==> src/rtl/t_ff_bank.sv <==
// t_ff_bank: a bank of WIDTH edge-triggered T flip-flops.
// Every cycle an opcode selects toggle, parallel load, set-all or clear-all.
// In chain mode, toggle becomes a synchronous up-counter with a wrap pulse.
module t_ff_bank #(
   parameter int              WIDTH     = 8,
   parameter logic [WIDTH-1:0] RESET_VAL = '0,
   parameter bit              CHAIN_EN  = 1'b1
) (
   input  logic             clk,
   input  logic             rst,
   input  logic             en,
   input  logic [1:0]       op,
   input  logic             chain,
   input  logic [WIDTH-1:0] t,
   input  logic [WIDTH-1:0] d,
   output logic [WIDTH-1:0] q,
   output logic [WIDTH-1:0] changed,
   output logic             wrap
);

   localparam logic [1:0] OP_TOGGLE = 2'b00;
   localparam logic [1:0] OP_LOAD   = 2'b01;
   localparam logic [1:0] OP_SET    = 2'b10;
   localparam logic [1:0] OP_CLEAR  = 2'b11;

   // When chaining is compiled out, the chain input is ignored entirely.
   logic chain_eff;
   assign chain_eff = CHAIN_EN && chain;

   // carry[i] is high when all stages below i are set.
   // Each bit is computed directly from q, so there is no combinational loop through carry.
   logic [WIDTH-1:0] carry;
   assign carry[0] = 1'b1;

   genvar gi;
   generate
      for (gi = 1; gi < WIDTH; gi = gi + 1) begin : g_carry
         assign carry[gi] = &q[gi-1:0];
      end
   endgenerate

   // Toggle mask.
   // In chain mode, a stage toggles only when its own t is set and all lower q bits are set.
   // Lower t bits do not affect the carry.
   logic [WIDTH-1:0] tog;
   assign tog = chain_eff ? (t & carry) : t;

   logic [WIDTH-1:0] q_next;
   logic             wrap_next;

   // Next-state selection from the opcode; en=0 holds q.
   always_comb begin
      q_next    = q;
      wrap_next = 1'b0;
      if (en) begin
         case (op)
            OP_TOGGLE: begin
               q_next    = q ^ tog;
               wrap_next = chain_eff && (&q) && (&t);
            end
            OP_LOAD:  q_next = d;
            OP_SET:   q_next = '1;
            OP_CLEAR: q_next = '0;
            default:  q_next = q;
         endcase
      end
   end

   // Registered state and status.
   // Reset wins over everything and discards any pending operation.
   always_ff @(posedge clk) begin
      if (rst) begin
         q       <= RESET_VAL;
         changed <= '0;
         wrap    <= 1'b0;
      end else begin
         q       <= q_next;
         changed <= q_next ^ q;
         wrap    <= wrap_next;
      end
   end

endmodule

==> config.mk <==
export PLATFORM = sky130hd
export DESIGN_NAME = t_ff_bank
export DESIGN_NICKNAME = d
export VERILOG_FILES = /design/src/rtl/t_ff_bank.sv
export SDC_FILE = /design/constraint.sdc
export NUM_CORES = 1
export LEC_CHECK = 0
export CAP_MARGIN = 20
export CORE_ASPECT_RATIO = 1.4
export CORE_MARGIN = 8
export CORE_UTILIZATION = 38
export CTS_CLUSTER_DIAMETER = 150
export CTS_CLUSTER_SIZE = 25
export DETAILED_ROUTE_END_ITERATION = 7
export PLACE_DENSITY_LB_ADDON = 0.25
export RECOVER_POWER = 100
export SYNTH_ARGS = -nofsm -noshare
export SYNTH_HDL_FRONTEND = slang
export SYNTH_SLANG_ARGS = --single-unit
==> constraint.sdc <==
create_clock -name clk -period 1.9 [get_ports clk]
set_input_delay 0.19 -clock clk [delete_from_list [all_inputs] [get_ports clk]]
set_output_delay 0.19 -clock clk [all_outputs]
set_load 0.02 [all_outputs]
==> results.cfg, run 1 <==
[yosys]
synth_compound_area_frac = 0.317
yosysSeqAreaShare = 0.298
synth_area_leaders = dfxtp_1 30%, nand2b_1 6.6%, a21oi_1 5.7%
synth-simple-area-share = 0.262
synth_top_area_share = 0.298
synthAdderAreaFrac = 0
synth_edf_count = 0
synth_flop_cell = dfxtp_1
muxShareOfSynthArea = 0.0175
yosysWarnings = 0
synth_xor_area_frac = 0.0461
avgSynthCellArea_um2 = 7.92
syn-num-nets = 166
synth_top_family_by_area = compound AO/OA/AOI/OAI gates
synth_top_cell_by_area = dfxtp_1
synth_cell_types = 45
synth_cells = 144
postSynth.asyncResetShare = 0
yosys_register_bits = 17
syn_area_um2 = 1140

[global_routing]
antenna_found_initial = 0
grt_pass1_vias = 1254
overflow = 0
grt_util_all_layers = 0.146
grt_max_degree = 14
grt_pass1_wl_um = 6150

[finish]
layout_common_cells = 20 x clkdlybuf4s50_1, 18 x dlygate4sd3_1, 17 x dfxtp_1
nNetsFinal = 208
drive_gt1_frac = 0.0703
syn_to_final_growth_pct = 42.2
nFillCells = 271
final_common_cell = clkdlybuf4s50_1
num_antenna_cells = 0
layout.cells.non_filler = 222

[clock_network]
cts_tree = done
clk_transition_reported_paths_ns = 0.07
cts_root_buffer = clkbuf_8
cts_htree_levels = 1
numClockSinks = 17
clock_latency_ns = 0.25
clockBufferDepth = 2
post-cts-setup-buffer-count = 0
ctsHoldBuffers = 0
cts_resized = 0
cts_made_buffers = 3

[setup_path]
cp_slowest_cell = dlygate4sd3_1
slowest_delay_ns = 0.73
worst_path_dominant_cell_family = buffers and inverters
start_kind = register
path_buf_inv = 1
cp_cell_sequence = dlygate4sd3_1
cp-end-kind = primary output
worst-endpoint-required_ns = 1.71
path_class = reg -> out
crit_arrival_ns = 1.51
cp_max_fo = 10

[timing]
clock_skew_ns = 0.00354
rsz0062_at_grt = no
finalHoldViolCount = 0
max_freq_mhz = 590
slew_violations = 0
setup_tns_ns = 0
hold_ws_ns = 0.607
setup_viol = 0
finalCritPeriodShare = 0.892
maxSlewHeadroom = 0.720
worst_pin_slew_ns = 0.416
min_period_ns = 1.70

[die]
coreArea_um2 = 2880
dieHeight_um = 80.8
rows = 23
start_util = 0.397
die_area_um2 = 5040
ios = 39
die_x_um = 62.3

[place]
port_buffers = 38
dp_hpwl_um = 2780
placed_cells = 218
place_congestion = 0.870

[job]
maxCapViolCount = 0

[pwr]
p_sw_w = 0.000305
p_per_area_nw_per_um2 = 607
p_leak_nw = 0.630
power_frac_seq = 0.423
power_w = 0.000985
clockPowerShare = 0.280
swShare = 0.310
ir_drop_v = 0.000385
p_int_w = 0.000680
p_comb_frac = 0.297

[drt]
drtPass1Iterations = 4
viasPerCell = 5.82
drt_iter0_markers = 37
vias = 1293
drc = 0
drt.antenna.violating_nets = 0
drt-wirelength-per-cell_um = 16.2
wl_um = 3590

[min_path]
hold_path_class = in -> reg

[outcome]
status = complete, no violations
[metrics by stage]
step / util / cell area [um^2] / setup slack, ns
global route: 0.564 / 1620 / 0.0975
finish: 0.564 / 1620 / 0.205
floorplan: - / 1140 / 0.442
CTS: 0.570 / 1640 / 0.230
global placement: 0.554 / 1590 / 0.187
detailed placement: 0.554 / 1590 / 0.122
[cells in the mapped netlist, drive strengths merged (5+ instances only)]
cell	count
dfxtp	17
a21oi	13
nand2b	12
nor2	12
o21ai	8
a211oi	7
clkbuf	6
nor2b	6
buf	5
inv	5
nand2	5
xnor2	5
[final timing paths]
path | from | to | slack [ns] | depth (start not counted)
hold / removal | t[3] | wrap$_SDFF_PP0_ | 0.61 | 4
hold reg to reg | q[3]$_SDFF_PP0_ | q[3]$_SDFF_PP0_ | 0.62 | 2
setup reg to reg | q[0]$_SDFF_PP0_ | changed[3]$_SDFF_PP0_ | 0.28 | 4
setup / recovery | q[0]$_SDFF_PP0_ | q[0] | 0.20 | 1
[routing by layer]
metal	GRT usage	share of wire
met1	0.166	0.40
met2	0.260	0.52
met3	0.0316	0.057
met4	0.0595	0.021
met5	0	0
[logic make-up (layout without fill, tap and decap cells)]
| family | after synthesis | count (layout) |
|---|---|---|
| simple gates | 52 | 52 |
| compound gates | 51 | 51 |
| flops | 17 | 17 |
| buf+inv | 16 | 57 |
| xor+xnor | 6 | 6 |
| mux | 2 | 2 |
[layout make-up]
type | instances | area (um^2) | share of cell area
multi-input combinational | 111 | 724 | 0.446
timing repair buffer | 48 | 448 | 0.276
sequential | 17 | 340 | 0.210
tap | 37 | 46.3 | 0.0285
clock buffer | 4 | 45.0 | 0.0278
inverter | 5 | 18.8 | 0.0116
[power by group through the flow]
stage / Clock, W / Sequential (W) / Combinational [W]
after detailed placement: 0 / 0.000426 / 0.000305
after CTS: 0.000279 / 0.000418 / 0.000306
after floorplan: 0 / 0.000438 / 0.000146
after global routing: 0.000301 / 0.000422 / 0.000318
final: 0.000276 / 0.000417 / 0.000292
after global placement: 0 / 0.000424 / 0.000298
[flip-flops by register name, summed over array words and instances, names as in the netlist]
| name | flops |
|---|---|
| changed | 8 |
| wrap | 1 |
| q | 8 |
[worst register-to-register path, cell delays in order (launching register included)]
cell       delay, ns
dfxtp_1         0.52
nand3_1         0.17
a21boi_0        0.35
nor2_1          0.09
a2111oi_0       0.37
Note: power is estimated with default switching activity, not from simulation.
==> run 2: changes to the inputs <==
- CORE_ASPECT_RATIO: 1.4 -> 1.2
==> results.cfg, run 2 (same netlist as run 1, synthesis figures left out) <==
[clock_network]
clockBufferDepth = 2
clk_transition_reported_paths_ns = 0.12
numClockSinks = 17
cts_htree_levels = 1
cts_made_buffers = 3
post-cts-setup-buffer-count = 0
clock_latency_ns = 0.31
ctsHoldBuffers = 0
cts_root_buffer = clkbuf_4
cts_resized = 0
cts_tree = done

[timing]
min_period_ns = 1.75
finalCritPeriodShare = 0.922
finalHoldViolCount = 0
slew_violations = 0
maxSlewHeadroom = 0.722
rsz0062_at_grt = no
worst_pin_slew_ns = 0.418
max_freq_mhz = 571
setup_tns_ns = 0
setup_viol = 0
fin_ws_ns = 0.149
clock_skew_ns = 0.0162

[finish]
layout_common_cells = 20 x clkdlybuf4s50_1, 18 x dlygate4sd3_1, 17 x dfxtp_1
nNetsFinal = 207
drive_gt1_frac = 0.0707
reg_top3 = changed (8), q (8), wrap (1)
final_common_cell = clkdlybuf4s50_1
syn_to_final_growth_pct = 41.0
layout.cells.non_filler = 220
nFillCells = 296
num_antenna_cells = 0

[setup_path]
crit_arrival_ns = 1.56
worst_path_dominant_cell_family = buffers and inverters
worst-endpoint-required_ns = 1.71
path_class = reg -> out
cp_max_fo = 8
slowest_delay_ns = 0.73
start_kind = register
path_buf_inv = 1
cp_cell_sequence = dlygate4sd3_1
cp-end-kind = primary output
cp_slowest_cell = dlygate4sd3_1

[global_routing]
overflow = 0
grt_util_all_layers = 0.134
antenna_found_initial = 0
grt_pass1_vias = 1268
grt_max_degree = 23
grt_pass1_wl_um = 5510

[place]
dp_hpwl_um = 2710
place_congestion = 0.818
placed_cells = 216
port_buffers = 38
place_ws_ns = 0.0974

[job]
maxCapViolCount = 0

[die]
die_area_um2 = 5020
die_x_um = 66.0
start_util = 0.384
coreArea_um2 = 2970
rows = 22
dieHeight_um = 76.0
ios = 39

[drt]
vias = 1203
viasPerCell = 5.47
drt.antenna.violating_nets = 0
drt_iter0_markers = 36
drc = 0
drtPass1Iterations = 4
drt-wirelength-per-cell_um = 15.7
wl_um = 3450

[pwr]
ir_drop_v = 0.000414
p_per_area_nw_per_um2 = 571
p_leak_nw = 0.626

[outcome]
status = complete, no violations

[min_path]
hold_path_class = in -> reg
[run 2: routing by layer]
metal,global-route usage,vias up,share of wire
li1,-,611,-
met1,0.142,558,0.41
met2,0.228,28,0.51
met3,0.0382,6,0.065
met4,0.0749,0,0.017
met5,0,-,0
[run 2: power by group]
| group | internal, W | total, W | switching [W] |
|---|---|---|---|
| clock network | 0.0000785 | 0.000212 | 0.000133 |
| logic | 0.000151 | 0.000291 | 0.000140 |
| registers | 0.000381 | 0.000416 | 0.0000349 |
[run 2: final timing paths]
path                   start               endpoint  slack [ns]  cells past startpoint
max          q[7]$_SDFF_PP0_                   q[7]        0.15                      1
min                     t[7]        wrap$_SDFF_PP0_        0.53                      3
max reg2reg  q[0]$_SDFF_PP0_  changed[3]$_SDFF_PP0_        0.36                      4
min reg2reg  q[6]$_SDFF_PP0_        wrap$_SDFF_PP0_        0.61                      2
[run 2: through the flow]
stage,util,hold WS [ns],total power (W),cell area (um^2)
2_1_floorplan,-,0.368,0.000585,1140
3_3_place_gp,0.537,0.596,0.000724,1600
3_5_place_dp,0.537,0.593,0.000731,1600
4_1_cts,0.547,0.526,0.000939,1630
5_1_grt,0.541,0.572,0.000964,1610
6_report,0.541,0.534,0.000919,1610
[run 2: area by class of cell]
type                       count  area, um^2  area share
multi-input combinational    111         724       0.450
timing repair buffer          47         453       0.281
sequential                    17         340       0.212
tap                           36        45.0      0.0280
clock buffer                   3        22.5      0.0140
inverter                       5        18.8      0.0117
clock inverter                 1        5.00     0.00311
[run 2: worst register-to-register path, cell delays in order (launching register included)]
cell,delay (ns)
dfxtp_1,0.53
nand3_1,0.16
a21boi_0,0.32
nor2_1,0.09
a2111oi_0,0.35
==> run 3: changes to the inputs <==
- CORE_UTILIZATION: 38 -> 48
==> results.cfg, run 3 (same netlist as run 1, synthesis figures left out) <==
[finish]
utilization = 0.705
final_common_cell = clkdlybuf4s50_1
num_antenna_cells = 0
reg_top3 = changed (8), q (8), wrap (1)
syn_to_final_growth_pct = 41.0
layout_common_cells = 20 x clkdlybuf4s50_1, 18 x dlygate4sd3_1, 17 x dfxtp_1
drive_gt1_frac = 0.0860
nNetsFinal = 209
fin_area_um2 = 1610

[clock_network]
cts_made_buffers = 3
clock_latency_ns = 0.30
clk_transition_reported_paths_ns = 0.11
post-cts-setup-buffer-count = 0
clockBufferDepth = 2
cts_htree_levels = 1
cts_tree = done
cts_root_buffer = clkbuf_4
ctsHoldBuffers = 0
numClockSinks = 17
cts_resized = 0

[die]
die_x_um = 60.5
coreArea_um2 = 2280
dieHeight_um = 69.4
rows = 19
start_util = 0.500
ios = 39
die_area_um2 = 4200

[pwr]
power_w = 0.000911
ir_drop_v = 0.000513
p_leak_nw = 0.634
p_per_area_nw_per_um2 = 566

[timing]
slew_violations = 0
hold_ws_ns = 0.558
rsz0062_at_grt = no
maxSlewHeadroom = 0.719
setup_viol = 0
min_period_ns = 1.77
setup_tns_ns = 0
finalCritPeriodShare = 0.932
worst_pin_slew_ns = 0.422
max_freq_mhz = 564
finalHoldViolCount = 0
clock_skew_ns = 0.0127

[job]
maxCapViolCount = 0

[drt]
wl_um = 3380
drt.antenna.violating_nets = 0
drt-wirelength-per-cell_um = 15.6
vias = 1261
viasPerCell = 5.81
drc = 0
drtPass1Iterations = 4
drt_iter0_markers = 49

[place]
postPlaceCellArea_um2 = 1590
port_buffers = 38
place_congestion = 0.889
dp_hpwl_um = 2710

[min_path]
holdPathStages = 3
hold_path_class = in -> reg

[global_routing]
grt_pass1_wl_um = 5620
grt_pass1_vias = 1266
overflow = 0
grt_util_all_layers = 0.165
antenna_found_initial = 0
grt_max_degree = 14

[setup_path]
start_kind = register
crit_cells = 1
crit_arrival_ns = 1.58
cp_slowest_cell = dlygate4sd3_1
worst_path_dominant_cell_family = buffers and inverters
cp_max_fo = 10
cp-end-kind = primary output
worst-endpoint-required_ns = 1.71
path_buf_inv = 1
path_class = reg -> out
slowest_delay_ns = 0.73
rr_worst_depth = 4
cp_cell_sequence = dlygate4sd3_1

[outcome]
status = complete, no violations
-- run 3: routing by layer --
layer / up-vias / GRT usage / routed length (um)
li1: 618 / - / -
met4: 0 / 0.0494 / 44
met1: 598 / 0.191 / 1400
met2: 38 / 0.293 / 1770
met5: - / 0 / 0
met3: 7 / 0.0241 / 165
-- run 3: worst paths after layout --
path / end / slack (ns) / from
worst max-delay path: q[0] / 0.13 / q[0]$_SDFF_PP0_
worst min register to register: wrap$_SDFF_PP0_ / 0.62 / q[6]$_SDFF_PP0_
worst min-delay path: wrap$_SDFF_PP0_ / 0.56 / t[7]
worst max register to register: changed[3]$_SDFF_PP0_ / 0.26 / q[0]$_SDFF_PP0_
-- run 3: worst register-to-register path, stage by stage (launching register included) --
cell	delay (ns)
dfxtp_1	0.55
nand3_1	0.16
a21boi_0	0.32
nor2_1	0.08
a2111oi_0	0.39
-- run 3: per-stage QoR --
stage,cells,setup WS [ns]
after floorplan,144,0.442
after global placement,213,0.176
after detailed placement,213,0.147
after CTS,217,0.184
after global routing,217,0.0729
final,217,0.128
-- run 3: power breakdown --
part | total [W] | switching [W] | internal (W)
logic | 0.000293 | 0.000142 | 0.000151
clock network | 0.000202 | 0.000124 | 0.0000783
registers | 0.000416 | 0.0000345 | 0.000381
total | 0.000911 | 0.000300 | 0.000611
-- run 3: layout make-up --
class	instances	area, um^2
clock buffers	3	22.5
flip-flops and latches	17	340
inverters	5	18.8
clock inverters	1	5.00
well taps	31	38.8
multi-input cells	111	724
fillers	199	673
repair buffers	49	459
